$ cat config.mk
export PLATFORM = sky130hd
export DESIGN_NAME = fft_sample_loader
export DESIGN_NICKNAME = d
export VERILOG_FILES = /design/src/rtl/fft_pkg.sv /design/src/rtl/sample_decimator.sv /design/src/rtl/fft_sample_loader.sv
export SDC_FILE = /design/constraint.sdc
export NUM_CORES = 1
export LEC_CHECK = 0
export ABC_AREA = 1
export CAP_MARGIN = 20
export CORE_UTILIZATION = 38
export DETAILED_ROUTE_END_ITERATION = 8
export GPL_TIMING_DRIVEN = 0
export PLACE_DENSITY = 0.74
export SETUP_SLACK_MARGIN = 0.4
export SLEW_MARGIN = 15
export SYNTH_ARGS = -nofsm -noshare
export SYNTH_HDL_FRONTEND = slang
export SYNTH_SLANG_ARGS = --single-unit
$ cat constraint.sdc
create_clock -name clk -period 1.5 [get_ports clk]
set_input_delay 0.225 -clock clk [delete_from_list [all_inputs] [get_ports clk]]
set_output_delay 0.225 -clock clk [all_outputs]
set_load 0.01 [all_outputs]
$ cat src/rtl/fft_pkg.sv
// Shared definitions for the FFT front end.
//   WIDTH / M / N : default sample width and FFT size (N = 2**M points)
//   complex_t     : packed {re, im} word as consumed by fft_top
//   loader_state_t: sample loader FSM states
//   bitrev()      : reverses the low 'bits' bits of an index
package fft_pkg;
  localparam int WIDTH = 16;
  localparam int M     = 5;
  localparam int N     = 2 ** M;

  typedef struct packed {
    logic signed [WIDTH-1:0] re;
    logic signed [WIDTH-1:0] im;
  } complex_t;

  typedef enum logic [2:0] {
    S_IDLE, S_CLEAR, S_FILL, S_START, S_WAIT, S_HOLD
  } loader_state_t;

  // Width-agnostic so loaders built with a non-default M can share it;
  // 'bits' is always an elaboration constant at the call site.
  function automatic logic [31:0] bitrev(input logic [31:0] idx, input int bits);
    logic [31:0] r;
    r = '0;
    for (int i = 0; i < 32; i++)
      if (i < bits) r[bits-1-i] = idx[i];
    return r;
  endfunction
endpackage

$ cat src/rtl/sample_decimator.sv
// Keep-1-of-DECIM filter for the loader's sample stream.
//   clk, reset   : clock, async active-low reset
//   en           : counting window (loader in FILL and enabled)
//   clr          : restart the count at the next edge
//   sample_valid : incoming sample strobe
//   accept       : this valid sample is kept (combinational)
module sample_decimator #(
  parameter int DECIM = 1
) (
  input  logic clk,
  input  logic reset,
  input  logic en,
  input  logic clr,
  input  logic sample_valid,
  output logic accept
);
  localparam int CW = (DECIM > 1) ? $clog2(DECIM) : 1;

  logic [CW-1:0] cnt;

  // The first valid sample of every group of DECIM is the one kept.
  assign accept = en && sample_valid && (cnt == '0);

  always_ff @(posedge clk or negedge reset) begin
    if (!reset)                 cnt <= '0;
    else if (clr)               cnt <= '0;
    else if (en && sample_valid)
      cnt <= (cnt == CW'(DECIM - 1)) ? '0 : cnt + 1'b1;
  end
endmodule

$ cat src/rtl/fft_sample_loader.sv
// Frames the audio sample stream into N = 2**M real samples, loads them
// into fft_top, kicks the transform and hands results to the reader.
//   clk, reset      : clock, async active-low reset
//   enable          : run frames continuously while high
//   sample_valid/in : signed audio sample stream
//   fft_done        : fft_top done level
//   result_ack      : reader finished with the results (pulse)
//   clr_overrun     : clears the sticky overrun flag
//   fft_clr         : clear pulse to fft_top ahead of each frame
//   load/rd_adr/rd  : fft_top load port, rd = {sample>>>SHIFT, 0}
//   start           : transform kick after the last load
//   frame_done      : results valid pulse
//   busy            : FSM not idle
//   overrun         : sticky, sample arrived outside FILL
module fft_sample_loader #(
  parameter int width  = fft_pkg::WIDTH,
  parameter int M      = fft_pkg::M,
  parameter int SHIFT  = 5,
  parameter int DECIM  = 1,
  parameter int BITREV = 0
) (
  input  logic                      clk,
  input  logic                      reset,
  input  logic                      enable,
  input  logic                      sample_valid,
  input  logic signed [width-1:0]   sample_in,
  input  logic                      fft_done,
  input  logic                      result_ack,
  input  logic                      clr_overrun,
  output logic                      fft_clr,
  output logic                      load,
  output logic [M-1:0]              rd_adr,
  output logic [2*width-1:0]        rd,
  output logic                      start,
  output logic                      frame_done,
  output logic                      busy,
  output logic                      overrun
);
  import fft_pkg::*;

  localparam int FRAME_N = 2 ** M;

  loader_state_t              state, nxt;
  logic [M-1:0]               idx;
  logic                       wait_first;
  logic                       accept;
  logic signed [width-1:0]    scaled;

  assign scaled = sample_in >>> SHIFT;

  sample_decimator #(.DECIM(DECIM)) u_dec (
    .clk          (clk),
    .reset        (reset),
    .en           (state == S_FILL && enable),
    .clr          (state == S_CLEAR),
    .sample_valid (sample_valid),
    .accept       (accept)
  );

  always_comb begin
    nxt = state;
    case (state)
      S_IDLE:  if (enable) nxt = S_CLEAR;
      S_CLEAR: nxt = S_FILL;
      // Dropping enable abandons the partial frame; the last accept
      // moves on so its load cycle already runs in START.
      S_FILL:  if (!enable) nxt = S_IDLE;
               else if (accept && idx == M'(FRAME_N - 1)) nxt = S_START;
      S_START: nxt = S_WAIT;
      // fft_done may still be high from the previous frame in the
      // cycle right after start, so that cycle is not trusted.
      S_WAIT:  if (!wait_first && fft_done) nxt = S_HOLD;
      S_HOLD:  if (result_ack) nxt = enable ? S_CLEAR : S_IDLE;
      default: nxt = S_IDLE;
    endcase
  end

  // Outputs are decoded from the next state / current transition so every
  // one of them is a flop.
  always_ff @(posedge clk or negedge reset) begin
    if (!reset) begin
      state      <= S_IDLE;
      idx        <= '0;
      wait_first <= 1'b0;
      fft_clr    <= 1'b0;
      load       <= 1'b0;
      rd_adr     <= '0;
      rd         <= '0;
      start      <= 1'b0;
      frame_done <= 1'b0;
      busy       <= 1'b0;
      overrun    <= 1'b0;
    end else begin
      state      <= nxt;
      busy       <= (nxt != S_IDLE);
      fft_clr    <= (nxt == S_CLEAR);
      load       <= accept;
      start      <= (state == S_START);
      wait_first <= (state == S_START);
      frame_done <= (state == S_WAIT) && (nxt == S_HOLD);

      if (state == S_CLEAR) idx <= '0;
      else if (accept)      idx <= idx + 1'b1;

      if (accept) begin
        rd_adr <= (BITREV != 0) ? M'(bitrev(32'(idx), M)) : idx;
        rd     <= {scaled, {width{1'b0}}};
      end

      // Set has priority over clear.
      if (sample_valid && state != S_FILL) overrun <= 1'b1;
      else if (clr_overrun)                overrun <= 1'b0;
    end
  end
endmodule

==> results.py, run 1 <==
metrics = {
    "logic_synthesis": {
        "syn_area_per_cell_um2": 8.96,
        "number_of_enable_flip_flop_cells_after_synthesis": 0,
        "synth-main-ff-cell": "sky130_fd_sc_hd__dfrtp_1",
        "synth_largest_area_cell": "sky130_fd_sc_hd__dfrtp_1",
        "synth_top_cells_by_area": "sky130_fd_sc_hd__dfrtp_1 (51%), sky130_fd_sc_hd__nand2_1 (16%), sky130_fd_sc_hd__buf_4 (11%)",
        "most_used_standard_cell_by_instance_count_after_synthesis": "sky130_fd_sc_hd__nand2_1",
        "ys_types": 25,
        "synthTopCellsByCount": "sky130_fd_sc_hd__nand2_1 (61), sky130_fd_sc_hd__dfrtp_1 (30), sky130_fd_sc_hd__buf_4 (21), sky130_fd_sc_hd__inv_1 (10), sky130_fd_sc_hd__nand3_1 (9)",
        "synth.yosys.warnings": 0,
        "ys_seq_elements": 30,
        "synthesized_instance_count": 164,
        "seq_area_frac_synth_pct": 51.1,
        "postSynth.asyncResetShare_pct": 100,
        "synth_top_area_share_pct": 51.1,
        "syn_area_um2": 1470,
    },
    "job": {
        "maxCapViolations": 0,
    },
    "die": {
        "die_y_um": 64.2,
        "core_um2": 3690,
        "die_width_um": 64.2,
        "initial_utilization_pct": 39.9,
        "core.rowCount": 22,
        "design.die.area_um2": 4120,
        "pin_count": 66,
    },
    "sta": {
        "final.period_utilization_pct": 85.6,
        "maxSlewViolCount": 0,
        "clock_skew_ns": 0.00375,
        "setup_repair_after_global_routing_missed_its_margin": "true",
        "finalWorstSetupSlack_ns": 0.215,
        "fmax_mhz": 779,
        "tightest_slew_ns": 0.659,
        "report.final.setup_viol": 0,
        "fin_crit_ns": 1.28,
        "maxSlewHeadroom_pct": 56.0,
        "finalHoldViolations": 30,
        "final.hold.worst_slack_ns": -0.0233,
    },
    "placement": {
        "post-dp-hpwl_um": 1980,
        "placement.setup.worst_slack_ns": -0.0646,
        "post-place-cells": 271,
        "io_buffer_count": 44,
        "placed_area_um2": 2050,
        "gp_congestion": 0.785,
    },
    "cells_and_area": {
        "finalNetCount": 275,
        "seq_area_um2": 753,
        "final_cells": 298,
        "antennaDiodeCount": 0,
        "design_area_um2": 2390,
        "final_core_util_pct": 64.9,
        "multi_input_area_um2": 676,
        "syn_to_final_growth_pct": 62.7,
        "nFillCells": 329,
        "layout-drive-gt1-share_pct": 48.0,
    },
    "global_routing": {
        "first_global_vias": 1213,
        "antenna_found_initial": 0,
        "globalRouteOverflowTotal": 0,
        "grt_pass1_wl_um": 5360,
        "grt_start_max_net_pins": 31,
        "grt.total_usage_pct": 17.3,
    },
    "clocking": {
        "cts.reportedPaths.clkPinSlew_ns": 0.06,
        "cts_made_buffers": 5,
        "number_of_sinks_on_the_clock_net": 30,
        "clock_tree.htree_level_count": 2,
        "clk_latency_ns": 0.27,
        "clock_root_buffer": "sky130_fd_sc_hd__clkbuf_8",
        "max-clock-path-buffers": 2,
        "cts_tree": "done",
        "cts_hold_buf": 0,
    },
    "worst_hold_path": {
        "hold_path_class": "in2async",
    },
    "setup_path": {
        "critical_path.reg2reg.endpoint": "rd_adr[2]",
        "worstReg2RegStart": "state[1]",
        "critical_path_peak_fanout": 6,
        "critPathKind": "reg2out",
        "worst-r2r-cell-count": 8,
        "rrSetupSlack_ns": 0.24,
        "startpoint_types": "flip-flop",
        "timing.critical_path.required_ns": 1.27,
        "endpoint_kind": "output port",
        "critical_path_arrival_ns": 1.06,
    },
    "power_and_ir_drop": {
        "peakVddDrop_v": 0.000721,
        "power_per_cell_area_nw_per_um2": 1480,
        "power.static_leakage_nw": 1.32,
    },
    "routing": {
        "antenna_left": 0,
        "detail_route.vias_per_cell": 4.33,
        "post-route-drc-count": 0,
        "detail_route.wl_per_cell_um": 11.0,
        "dr.pass1.iters": 4,
        "via_count": 1289,
        "initial_drc_count": 58,
        "drt-total-wl_um": 3270,
    },
    "status": {
        "result_of_the_run": "finished, violations left",
        "failed_checks": "hold timing",
    },
}
-- worst max path at each step --
stage                       from        end  slack, ns
after detailed placement  enable  rd_adr[2]      -0.06
final                     rd[26]     rd[30]       0.22
after CTS                 rd[26]     rd[30]       0.21
after global routing      rd[26]     rd[30]       0.17
after global placement     reset  rd_adr[3]      -0.33
after floorplan           idx[0]     idx[4]       0.31
-- routing by layer --
metal | global-route usage, % | up-vias | routed length, um
met4 | 7.50 | 0 | 45
li1 | - | 644 | -
met2 | 29.4 | 34 | 1690
met1 | 20.6 | 606 | 1380
met3 | 4.29 | 5 | 144
met5 | 0 | - | 0
-- cells in the final DEF (no fill, tap or decap), drive strengths merged --
cell / n
nor2: 9
conb: 16
and3: 1
inv: 12
buf: 68
clkdlybuf4s50: 15
o21ai: 6
nand2: 62
dlygate4sd2: 1
ha: 2
nor3: 1
nand3b: 1
dfrtp: 30
xor2: 1
clkbuf: 11
nand4: 2
nand3: 11
o22ai: 1
-- report_power, final --
group	internal (mW)	switching (mW)
Combinational	0.897	0.861
Sequential	1.06	0.138
Clock	0.318	0.268
Total	2.27	1.27
-- sequential cells by signal (all words and copies together), names as in the netlist, 3 cells and up --
signal  count
idx         5
rd         11
rd_adr      5
state       3
-- kinds of logic (layout without fill, tap and decap cells) --
family / count (synthesis) / in the layout / synth area share (%)
buffers and inverters: 37 / 107 / 16.2
adders and majority gates: 2 / 2 / 1.70
and+or+nand+nor: 86 / 87 / 27.7
AOI/OAI and AO/OA: 7 / 7 / 2.47
other: 1 / 16 / 0.255
xor gates and xnor gates: 1 / 1 / 0.596
DFF: 30 / 30 / 51.1
-- stage by stage --
step | power (mW) | TNS [ns]
after floorplan | 1.96 | 0
after global placement | 2.62 | -10.14
after detailed placement | 2.64 | -0.554
after CTS | 3.46 | 0
after global routing | 3.80 | 0
final | 3.54 | 0
-- layout make-up --
cell class / count / area share, %
Buffer: 25 / 9.15
Clock buffer: 7 / 3.19
Inverter: 12 / 2.09
Multi-Input combinational cell: 113 / 28.2
Sequential cell: 30 / 31.5
Tap cell: 48 / 2.51
Timing Repair Buffer: 63 / 23.3
-- worst max-delay path, stage by stage (launching register included) --
cell and delay (ns):
sky130_fd_sc_hd__dfrtp_2 0.45, sky130_fd_sc_hd__buf_6 0.13, sky130_fd_sc_hd__buf_6 0.10, sky130_fd_sc_hd__buf_6 0.11
-- what timing repair did --
item	4_1_cts	5_1_grt
gates cloned	3	0
resized for setup	139	26
pin swaps	6	5
setup endpoints to repair	52	40
buffers inserted	14	3
Note: power is estimated with default switching activity, not from simulation.
==> inputs of run 2 (changes only) <==
--- a/config.mk
+++ b/config.mk
@@ -7,7 +7,9 @@
 export LEC_CHECK = 0
 export ABC_AREA = 1
 export CAP_MARGIN = 20
+export CORE_MARGIN = 4
 export CORE_UTILIZATION = 38
+export CTS_CLUSTER_DIAMETER = 120
 export DETAILED_ROUTE_END_ITERATION = 8
 export GPL_TIMING_DRIVEN = 0
 export PLACE_DENSITY = 0.74
==> run 2 against run 1 <==
Against the previous run: the flow still finishes with violations (hold timing); sequential power about the same; clock skew barely moved; utilization shrank 0.61 points.
==> results.py, run 2 (same netlist as run 1, synthesis figures left out) <==
metrics = {
    "clocking": {
        "cts_made_buffers": 5,
        "cts_hold_buf": 0,
        "number_of_sinks_on_the_clock_net": 30,
        "clk_latency_ns": 0.27,
        "clock_root_buffer": "sky130_fd_sc_hd__clkbuf_8",
        "max-clock-path-buffers": 2,
        "cts.reportedPaths.clkPinSlew_ns": 0.06,
        "clock_tree.htree_level_count": 2,
        "cts_tree": "done",
    },
    "setup_path": {
        "slowest_delay_ns": 0.45,
        "startpoint_types": "flip-flop",
        "critical_path_peak_fanout": 5,
        "timing.critical_path.cells": "buf_6 > buf_6 > buf_6",
        "rrSetupSlack_ns": 0.24,
        "critical_path_arrival_ns": 1.08,
        "endpoint_kind": "output port",
        "critical_path.top_delay_family": "flip-flops",
        "critPathSlowestCell": "sky130_fd_sc_hd__dfrtp_2",
        "crit_path_frequent_cell": "sky130_fd_sc_hd__buf_6",
        "timing.critical_path.required_ns": 1.27,
        "critPathKind": "reg2out",
        "timing.critical_path.buf_inv": 3,
    },
    "sta": {
        "clock_skew_ns": 0.00406,
        "maxSlewHeadroom_pct": 55.8,
        "tightest_slew_ns": 0.663,
        "final.hold.worst_slack_ns": -0.0120,
        "fmax_mhz": 769,
        "fin_setup_tns_ns": 0,
        "finalHoldViolations": 23,
        "final.period_utilization_pct": 86.7,
        "maxSlewViolCount": 0,
        "setup_repair_after_global_routing_missed_its_margin": "true",
        "fin_crit_ns": 1.30,
        "report.final.setup_viol": 0,
    },
    "routing": {
        "detail_route.wl_per_cell_um": 11.0,
        "drt-total-wl_um": 3250,
        "initial_drc_count": 33,
        "dr.pass1.iters": 2,
        "post-route-drc-count": 0,
        "detail_route.vias_per_cell": 4.17,
        "via_count": 1235,
        "antenna_left": 0,
    },
    "die": {
        "core_um2": 3690,
        "design.die.area_um2": 4930,
        "die_width_um": 70.2,
        "core.rowCount": 22,
        "pin_count": 66,
        "initial_utilization_pct": 39.9,
        "die_y_um": 70.2,
    },
    "cells_and_area": {
        "syn_to_final_growth_pct": 61.2,
        "final_cells": 296,
        "multi_input_area_um2": 663,
        "largest_reg_flops": 11,
        "nFillCells": 315,
        "layout_commonest_cell": "sky130_fd_sc_hd__nand2_1",
        "layout.cells.most_common_list": "sky130_fd_sc_hd__nand2_1 (42), sky130_fd_sc_hd__dfrtp_1 (28), sky130_fd_sc_hd__buf_4 (26)",
        "largest-register": "rd",
        "final_core_util_pct": 64.2,
        "finalNetCount": 273,
        "layout-drive-gt1-share_pct": 46.4,
        "largestRegisters": "rd x11, idx x5, rd_adr x5",
        "antennaDiodeCount": 0,
        "seq_area_um2": 753,
    },
    "global_routing": {
        "antenna_found_initial": 0,
        "globalRouteOverflowTotal": 0,
        "grt.total_usage_pct": 14.0,
        "grt_pass1_wl_um": 5500,
        "first_global_vias": 1211,
        "grt_start_max_net_pins": 31,
    },
    "power_and_ir_drop": {
        "power.static_leakage_nw": 1.32,
        "share_comb_of_total_power_pct": 49.6,
        "p_clk_share_pct": 16.4,
        "intPower_mw": 2.28,
        "share_seq_of_total_power_pct": 34.0,
        "power_per_cell_area_nw_per_um2": 1480,
        "peakVddDrop_v": 0.000634,
        "swShare_pct": 35.1,
        "power.net_switching_mw": 1.23,
        "power_mw": 3.51,
    },
    "status": {
        "failed_checks": "hold timing",
        "result_of_the_run": "finished, violations left",
    },
    "placement": {
        "post-dp-hpwl_um": 2200,
        "gp_congestion": 0.789,
        "io_buffer_count": 44,
        "post-place-cells": 271,
    },
    "job": {
        "maxCapViolations": 0,
    },
    "worst_hold_path": {
        "hold_path_class": "in2async",
    },
}
run 2: metrics by stage:
stage	worst slack (ns)	instance area [um2]
global route	0.158	2370
floorplan	0.308	1560
global placement	-0.301	2060
CTS	0.220	2320
detailed placement	-0.0686	2050
finish	0.199	2370
run 2: metal layers:
layer	vias up	global-route usage, %	wire, um	share of wire [%]
li1	635	-	-	-
met3	4	3.60	160	4.9
met1	569	16.7	1340	41
met5	-	0	0	0
met4	0	3.83	25	0.77
met2	27	24.8	1730	53
run 2: worst paths after layout:
path                       startpoint  cells after the start    endpoint
max                            rd[26]                      3      rd[28]
min                             reset                      1  frame_done
max reg2reg                  state[1]                      7      idx[3]
min reg2reg                    rd[17]                      2      rd[17]
max in group asynchronous       reset                      1    state[2]
min in group clk               rd[17]                      2      rd[17]
run 2: final cells by class:
class | instances | area share (%)
Sequential cell | 30 | 31.8
Multi-Input combinational cell | 112 | 28.0
Timing Repair Buffer | 62 | 22.8
Buffer | 25 | 9.71
Clock buffer | 7 | 3.22
Tap cell | 48 | 2.53
Inverter | 12 | 2.01
run 2: timing repair:
item | 4_1_cts | 5_1_grt
endpoints found under the setup margin | 52 | 39
gates cloned | 2 | 0
buffers inserted | 13 | 3
resized for setup | 129 | 31
pin swaps | 6 | 5
run 2: power by group through the flow:
stage / logic (mW) / registers [mW] / clock network [mW]
CTS: 1.65 / 1.19 / 0.596
floorplan: 0.664 / 1.30 / 0
detailed placement: 1.44 / 1.21 / 0
global route: 1.91 / 1.22 / 0.632
global placement: 1.42 / 1.21 / 0
finish: 1.74 / 1.19 / 0.577
